### config.mk
export PLATFORM = sky130hd
export DESIGN_NAME = dds_profile_sequencer
export DESIGN_NICKNAME = d
export VERILOG_FILES = /design/src/rtl/dds_profile_sequencer.sv
export SDC_FILE = /design/constraint.sdc
export NUM_CORES = 2
export LEC_CHECK = 0
export ABC_CLOCK_PERIOD_IN_PS = 47100
export BUFFER_PORTS_ARGS = -buffer_cell sky130_fd_sc_hd__buf_2
export CAP_MARGIN = 40
export CORE_MARGIN = 2
export CORE_UTILIZATION = 57
export DETAILED_ROUTE_END_ITERATION = 12
export HOLD_SLACK_MARGIN = 0.1
export PLACE_DENSITY = 0.76
export SYNTH_ARGS = -nofsm -noshare
export SYNTH_HDL_FRONTEND = slang
export SYNTH_SLANG_ARGS = --single-unit
### constraint.sdc
create_clock -name clk -period 47.1 [get_ports clk]
set_input_delay 2.355 -clock clk [delete_from_list [all_inputs] [get_ports clk]]
set_output_delay 2.355 -clock clk [all_outputs]
set_load 0.01 [all_outputs]
### src/rtl/dds_profile_sequencer.sv
// dds_profile_sequencer: holds a host-written FTW/phase profile and replays it
// into the Multichannel_DDS register port as a disable / load / enable / sync
// write sequence, with an abort path that always leaves the DDS disabled.
module dds_profile_sequencer #(
    parameter int MAX_CH     = 32,
    parameter int SYNC_DELAY = 4,
    parameter int ADDR_W     = 9,
    parameter int DATA_W     = 24,
    localparam int IDX_W     = $clog2(MAX_CH),
    localparam int NUM_W     = $clog2(MAX_CH + 1)
) (
    input  logic              clk,
    input  logic              reset,
    input  logic              cfg_wr,
    input  logic              cfg_sel,
    input  logic [IDX_W-1:0]  cfg_idx,
    input  logic [DATA_W-1:0] cfg_data,
    output logic              cfg_rej,
    input  logic              start,
    input  logic [NUM_W-1:0]  num_ch,
    input  logic [1:0]        mode,
    input  logic              phase_load,
    input  logic              sync_en,
    input  logic              abort,
    output logic [ADDR_W-1:0] dds_addr,
    output logic [DATA_W-1:0] dds_data,
    output logic              dds_wr_en,
    output logic              dds_sync,
    output logic              busy,
    output logic              done,
    output logic              aborted,
    output logic              err
);

    localparam int CNT_W = $clog2(SYNC_DELAY + 2);

    localparam logic [ADDR_W-1:0] CTRL_ADDR   = ADDR_W'('h1FF);
    localparam logic [ADDR_W-1:0] PH_BASE     = ADDR_W'('h100);
    localparam logic [DATA_W-1:0] ENABLE_WORD = DATA_W'('h80);

    // Each write state spans two cycles: half=0 drives the strobe, half=1 is the gap.
    typedef enum logic [3:0] {
        IDLE,
        DIS,
        FTW,
        PH,
        EN,
        SYNCW,
        DONE,
        ABT_GAP,
        ABT_DIS
    } state_t;

    state_t state, state_n;
    logic half, half_n;
    logic [IDX_W-1:0] idx, idx_n;
    logic [CNT_W-1:0] cnt, cnt_n;

    logic [NUM_W-1:0] num_q;
    logic [1:0]       mode_q;
    logic             phase_q;
    logic             sync_q;

    logic [DATA_W-1:0] ftw_tab [MAX_CH];
    logic [DATA_W-1:0] ph_tab  [MAX_CH];

    logic              start_ok;
    logic              abort_ok;
    logic              last_idx;
    logic [ADDR_W-1:0] addr_n;
    logic [DATA_W-1:0] data_n;
    logic              wr_n;
    logic              sync_n;
    logic              busy_n;
    logic              done_n;
    logic              aborted_n;
    logic              err_n;
    logic              rej_n;

    assign start_ok = start && (state == IDLE) && (num_ch != '0)
                      && (num_ch <= NUM_W'(MAX_CH));
    assign abort_ok = abort && (state inside {DIS, FTW, PH, EN, SYNCW});
    assign last_idx = (NUM_W'(idx) == (num_q - NUM_W'(1)));

    // Profile tables: host writes land only while no sequence is running.
    always_ff @(posedge clk or posedge reset) begin
        if (reset) begin
            for (int i = 0; i < MAX_CH; i++) begin
                ftw_tab[i] <= '0;
                ph_tab[i]  <= '0;
            end
        end else if (cfg_wr && !busy) begin
            if (cfg_sel) ph_tab[cfg_idx]  <= cfg_data;
            else         ftw_tab[cfg_idx] <= cfg_data;
        end
    end

    // Snapshot the run configuration when a start is accepted.
    always_ff @(posedge clk or posedge reset) begin
        if (reset) begin
            num_q   <= '0;
            mode_q  <= '0;
            phase_q <= 1'b0;
            sync_q  <= 1'b0;
        end else if (start_ok) begin
            num_q   <= num_ch;
            mode_q  <= mode;
            phase_q <= phase_load;
            sync_q  <= sync_en;
        end
    end

    // Sequencer state register.
    always_ff @(posedge clk or posedge reset) begin
        if (reset) begin
            state <= IDLE;
            half  <= 1'b0;
            idx   <= '0;
            cnt   <= '0;
        end else begin
            state <= state_n;
            half  <= half_n;
            idx   <= idx_n;
            cnt   <= cnt_n;
        end
    end

    // Next state, then the registered outputs derived from that next state.
    always_comb begin
        state_n = state;
        half_n  = half;
        idx_n   = idx;
        cnt_n   = cnt;

        if (abort_ok) begin
            state_n = ABT_GAP;
            half_n  = 1'b0;
        end else begin
            unique case (state)
                IDLE: begin
                    if (start_ok) begin
                        state_n = DIS;
                        half_n  = 1'b0;
                        idx_n   = '0;
                    end
                end
                DIS: begin
                    if (!half) begin
                        half_n = 1'b1;
                    end else begin
                        half_n  = 1'b0;
                        state_n = FTW;
                        idx_n   = '0;
                    end
                end
                FTW: begin
                    if (!half) begin
                        half_n = 1'b1;
                    end else begin
                        half_n = 1'b0;
                        if (last_idx) begin
                            idx_n   = '0;
                            state_n = phase_q ? PH : EN;
                        end else begin
                            idx_n = idx + IDX_W'(1);
                        end
                    end
                end
                PH: begin
                    if (!half) begin
                        half_n = 1'b1;
                    end else begin
                        half_n = 1'b0;
                        if (last_idx) begin
                            idx_n   = '0;
                            state_n = EN;
                        end else begin
                            idx_n = idx + IDX_W'(1);
                        end
                    end
                end
                EN: begin
                    // The enable write's gap cycle doubles as the done cycle or first sync wait.
                    half_n = 1'b0;
                    if (sync_q) begin
                        state_n = SYNCW;
                        cnt_n   = '0;
                    end else begin
                        state_n = DONE;
                    end
                end
                SYNCW: begin
                    if (cnt == CNT_W'(SYNC_DELAY)) state_n = DONE;
                    else                           cnt_n   = cnt + CNT_W'(1);
                end
                DONE: begin
                    state_n = IDLE;
                end
                ABT_GAP: begin
                    state_n = ABT_DIS;
                    half_n  = 1'b0;
                end
                ABT_DIS: begin
                    if (!half) begin
                        half_n = 1'b1;
                    end else begin
                        half_n  = 1'b0;
                        state_n = IDLE;
                    end
                end
                default: begin
                    state_n = IDLE;
                    half_n  = 1'b0;
                end
            endcase
        end

        wr_n      = 1'b0;
        addr_n    = '0;
        data_n    = '0;
        sync_n    = 1'b0;
        done_n    = 1'b0;
        aborted_n = 1'b0;

        case (state_n)
            DIS, ABT_DIS: begin
                if (!half_n) begin
                    wr_n   = 1'b1;
                    addr_n = CTRL_ADDR;
                end
                aborted_n = (state_n == ABT_DIS) && half_n;
            end
            FTW: begin
                if (!half_n) begin
                    wr_n   = 1'b1;
                    addr_n = ADDR_W'(idx_n);
                    data_n = ftw_tab[idx_n];
                end
            end
            PH: begin
                if (!half_n) begin
                    wr_n   = 1'b1;
                    addr_n = PH_BASE | ADDR_W'(idx_n);
                    data_n = ph_tab[idx_n];
                end
            end
            EN: begin
                if (!half_n) begin
                    wr_n   = 1'b1;
                    addr_n = CTRL_ADDR;
                    data_n = ENABLE_WORD | DATA_W'(mode_q);
                end
            end
            SYNCW:   sync_n = (cnt_n == CNT_W'(SYNC_DELAY));
            DONE:    done_n = 1'b1;
            default: ;
        endcase

        busy_n = (state_n != IDLE);
        err_n  = start && !start_ok;
        rej_n  = cfg_wr && busy;
    end

    // Output registers.
    always_ff @(posedge clk or posedge reset) begin
        if (reset) begin
            dds_addr  <= '0;
            dds_data  <= '0;
            dds_wr_en <= 1'b0;
            dds_sync  <= 1'b0;
            busy      <= 1'b0;
            done      <= 1'b0;
            aborted   <= 1'b0;
            err       <= 1'b0;
            cfg_rej   <= 1'b0;
        end else begin
            dds_addr  <= addr_n;
            dds_data  <= data_n;
            dds_wr_en <= wr_n;
            dds_sync  <= sync_n;
            busy      <= busy_n;
            done      <= done_n;
            aborted   <= aborted_n;
            err       <= err_n;
            cfg_rej   <= rej_n;
        end
    end

endmodule

==> flow_metrics.py <==
metrics = {
    "status": {
        "outcome": "finished clean",
    },
    "clock_tree": {
        "clk_latency_ns": 0.82,
        "cts_setup_buffers": 0,
        "htreeDepth": 4,
        "clk_pin_slew_worst_paths_ns": 0.06,
        "cts_tree": "done",
        "holdBufCountCts": 0,
        "numClockSinks": 1597,
        "numCtsBuffers": 164,
        "ctsResizeCount": 0,
        "clockBufferDepth": 3,
        "cts_root_buf": "clkbuf_16",
    },
    "pwr": {
        "p_switching_mw": 1.50,
        "power_density_nw_per_um2": 50.1,
        "vdd_drop_max_uv": 63.2,
        "p_int_mw": 2.60,
        "p_leak_nw": 39.3,
        "comb_power_share_pct": 29.7,
        "seqPwrFrac_pct": 38.3,
        "power_mw": 4.10,
        "power_switching_share_pct": 36.7,
        "pwr-share-clk_pct": 32.0,
    },
    "routing": {
        "drt-initial-drc-count": 6055,
        "drt_wl_total_um": 221000,
        "drcViolationCount": 0,
        "dr.pass1.iters": 6,
        "num_vias": 54500,
        "antenna_left": 0,
        "routedWlPerCell_um": 27.2,
        "via_per_inst": 6.70,
    },
    "sta": {
        "hold_violations": 0,
        "final.setup.tns_ns": 0,
        "fin_ws_ns": 38.38,
        "worst_hold_slack_ns": 0.494,
        "slew_headroom_pct": 25.6,
        "rsz0062_at_grt": "no",
        "tightestPinTransition_ns": 1.12,
        "drv_slew": 0,
        "finClkSkew_ns": 0.0342,
        "finalCriticalPeriod_ns": 8.72,
        "max_freq_ghz": 0.115,
        "setup_viol": 0,
        "min_period_over_period_pct": 18.5,
    },
    "synthesis": {
        "synth.yosys.seq_area_share_pct": 53.6,
        "synth_nets": 6542,
        "ys_top_cells_by_area": "dfrtp_1, mux2_2, nand2_1",
        "synth_warnings": 0,
        "syn_area_per_cell_sq_um": 11.5,
        "ys_types": 75,
        "synth_edf_count": 0,
        "synth-seq-cells": 1597,
        "ys.flop_type": "dfrtp_1",
        "synth_async_sr_flop_share_pct": 100,
        "yosysTopAreaCellShare_pct": 53.6,
        "synth_largest_area_cell": "dfrtp_1",
        "synth_area_sq_um": 74600,
        "netlist_instances": 6493,
    },
    "setup_path": {
        "cp-end-kind": "flop",
        "worstPathMaxFanout": 209,
        "cp_data_arrival_time_ns": 9.47,
        "path_class": "input pin to flop",
        "worst-path-buf-inv": 7,
        "path_cells": "buf_2 -> or3_4 -> or4_4 -> a31oi_4 -> o21a_1 -> nor2_4 -> buf_12 -> inv_8 -> buf_12 -> buf_4 -> buf_12 -> buf_4 -> a211oi_1 -> a311oi_1 -> a31oi_1 -> o22ai_1 -> or4_1",
        "critPathSlowestCell": "buf_4",
        "crit_path_max_incr_delay_ns": 0.77,
        "critical_path.most_common_cell": "buf_12",
        "path_depth": 17,
        "required_ns": 47.85,
        "reg2reg_depth": 16,
        "critPathTopFamily": "buffers and inverters",
        "worst_setup_path_start_kind": "input pin",
    },
    "die": {
        "dieHeight_um": 366,
        "start_util_pct": 57.5,
        "dieWidth_um": 366,
        "rows": 132,
        "ioPinCount": 85,
        "die_area_sq_um": 134000,
        "core_sq_um": 130000,
    },
    "grt": {
        "met2_usage_pct": 50.1,
        "grt_start_max_net_pins": 210,
        "grt_pass1_vias": 54600,
        "antenna_found_initial": 20,
        "grt.overflow.total": 0,
        "grt_pass1_wl_um": 339000,
        "use_met1_pct": 43.6,
        "met3_usage_pct": 7.97,
        "busiest_layer": "met2",
        "grt_util_all_layers_pct": 32.8,
    },
    "job": {
        "drv_cap": 0,
    },
    "place": {
        "gp_routability_congestion": 0.904,
        "post-dp-hpwl_um": 125000,
        "portBuffers": 84,
        "post-place-ws_ns": 37.68,
    },
    "min_path": {
        "hold_class": "flop to flop",
        "min_path_cells": 1,
    },
    "final_layout": {
        "drive_above_1_share_pct": 33.2,
        "fin_nets": 6306,
        "areaGrowthSynthToFinish_pct": 9.66,
        "fin_util_pct": 63.1,
    },
}
-- cells in the mapped netlist (all sizes together), types with 3 or more instances --
cell / count
and3: 219
o22ai: 78
nor3: 16
a211oi: 212
xnor2: 4
o31ai: 3
and2: 8
dfrtp: 1597
a221oi: 3
nor3b: 4
nand2: 1136
nor4: 8
and3b: 3
nor2: 52
mux2i: 7
or3: 3
o211a: 8
inv: 18
or2: 5
clkbuf: 474
a22o: 3
nor2b: 6
nand3b: 6
a22oi: 3
a311oi: 182
ha: 4
o21ai: 40
a21oi: 21
buf: 184
nand3: 348
nand2b: 6
o211ai: 16
a32oi: 22
or4: 22
a32o: 4
xor2: 5
nand4: 13
a31oi: 180
mux2: 1542
a2111oi: 4
-- power by group through the flow --
stage	sequential, mW	combinational (mW)	clock, mW
6_report	1.57	1.22	1.31
5_1_grt	1.58	1.30	1.38
4_1_cts	1.57	1.19	1.32
3_3_place_gp	1.58	1.15	0
2_1_floorplan	1.57	0.852	0
3_5_place_dp	1.59	1.18	0
-- metrics by stage --
step                      std cells  area (sq um)
after floorplan                6493         74600
after global placement         7801         75700
after detailed placement       7829         76400
after CTS                      8121         81800
after global routing           8126         81800
final                          8130         81800
-- kinds of logic (layout without fill, tap and decap cells) --
family	after synthesis	after routing	share of synthesized area [%]
compound gates	799	799	7.93
xor+xnor	9	9	0.106
fa+ha+maj	4	4	0.0671
buf+inv	677	567	3.87
flops	1597	1597	53.6
mux	1549	1549	23.4
other cells	0	5	0
simple gates	1858	1858	11.1
-- flip-flops by register name, summed over array words and instances (netlist names) --
register,cells
ftw_tab,768
ph_tab,768
dds_data,24
dds_addr,7
num_q,6
idx,5
state,4
cnt,3
mode_q,2
aborted,1
busy,1
cfg_rej,1
dds_sync,1
dds_wr_en,1
done,1
err,1
half,1
phase_q,1
sync_q,1
-- layout make-up --
cell class                      count  area [sq um]
Fill cell                        9651         47800
Sequential cell                  1597         40000
Multi-Input combinational cell   4219         31900
Clock buffer                      234          4710
Timing Repair Buffer              256          2270
Tap cell                         1742          2180
Clock inverter                     58           693
Inverter                           19          97.6
Antenna cell                        5          12.5
-- layout by cell type, fill, tap and decap left out, drive strengths merged, types with 4 or more instances in the layout --
cell / count
nand2: 1136
xnor2: 4
a311oi: 182
a31oi: 180
mux2i: 7
o22ai: 78
xor2: 5
clkinv: 35
and2: 8
and3: 219
bufinv: 9
clkinvlp: 7
a32o: 4
buf: 255
clkbuf: 234
a32oi: 22
or4: 22
a2111oi: 4
nand4: 13
nand3: 348
nor2b: 6
a211oi: 212
a21oi: 21
o211a: 8
diode: 5
nor3b: 4
nand3b: 6
nor4: 8
or2: 5
o211ai: 16
ha: 4
mux2: 1542
nor2: 52
nand2b: 6
nor3: 16
inv: 26
o21ai: 40
dfrtp: 1597
-- worst paths after layout --
check	start	to	slack, ns
min	ftw_tab[241]	ftw_tab[241]	0.49
min reg2reg	ftw_tab[241]	ftw_tab[241]	0.49
min in group asynchronous	reset	ph_tab[518]	1.68
max	num_ch[1]	dds_data[15]	38.38
max in group asynchronous	reset	ftw_tab[653]	41.08
max reg2reg	state[0]	dds_data[15]	39.73
-- routing by layer --
layer  share of wire (%)  vias up
met2                  45     2787
met3                 9.7      676
li1                    -    22800
met1                  40    28200
met4                 5.5       18
met5               0.051        -
Power figures use the tool's default switching activity.
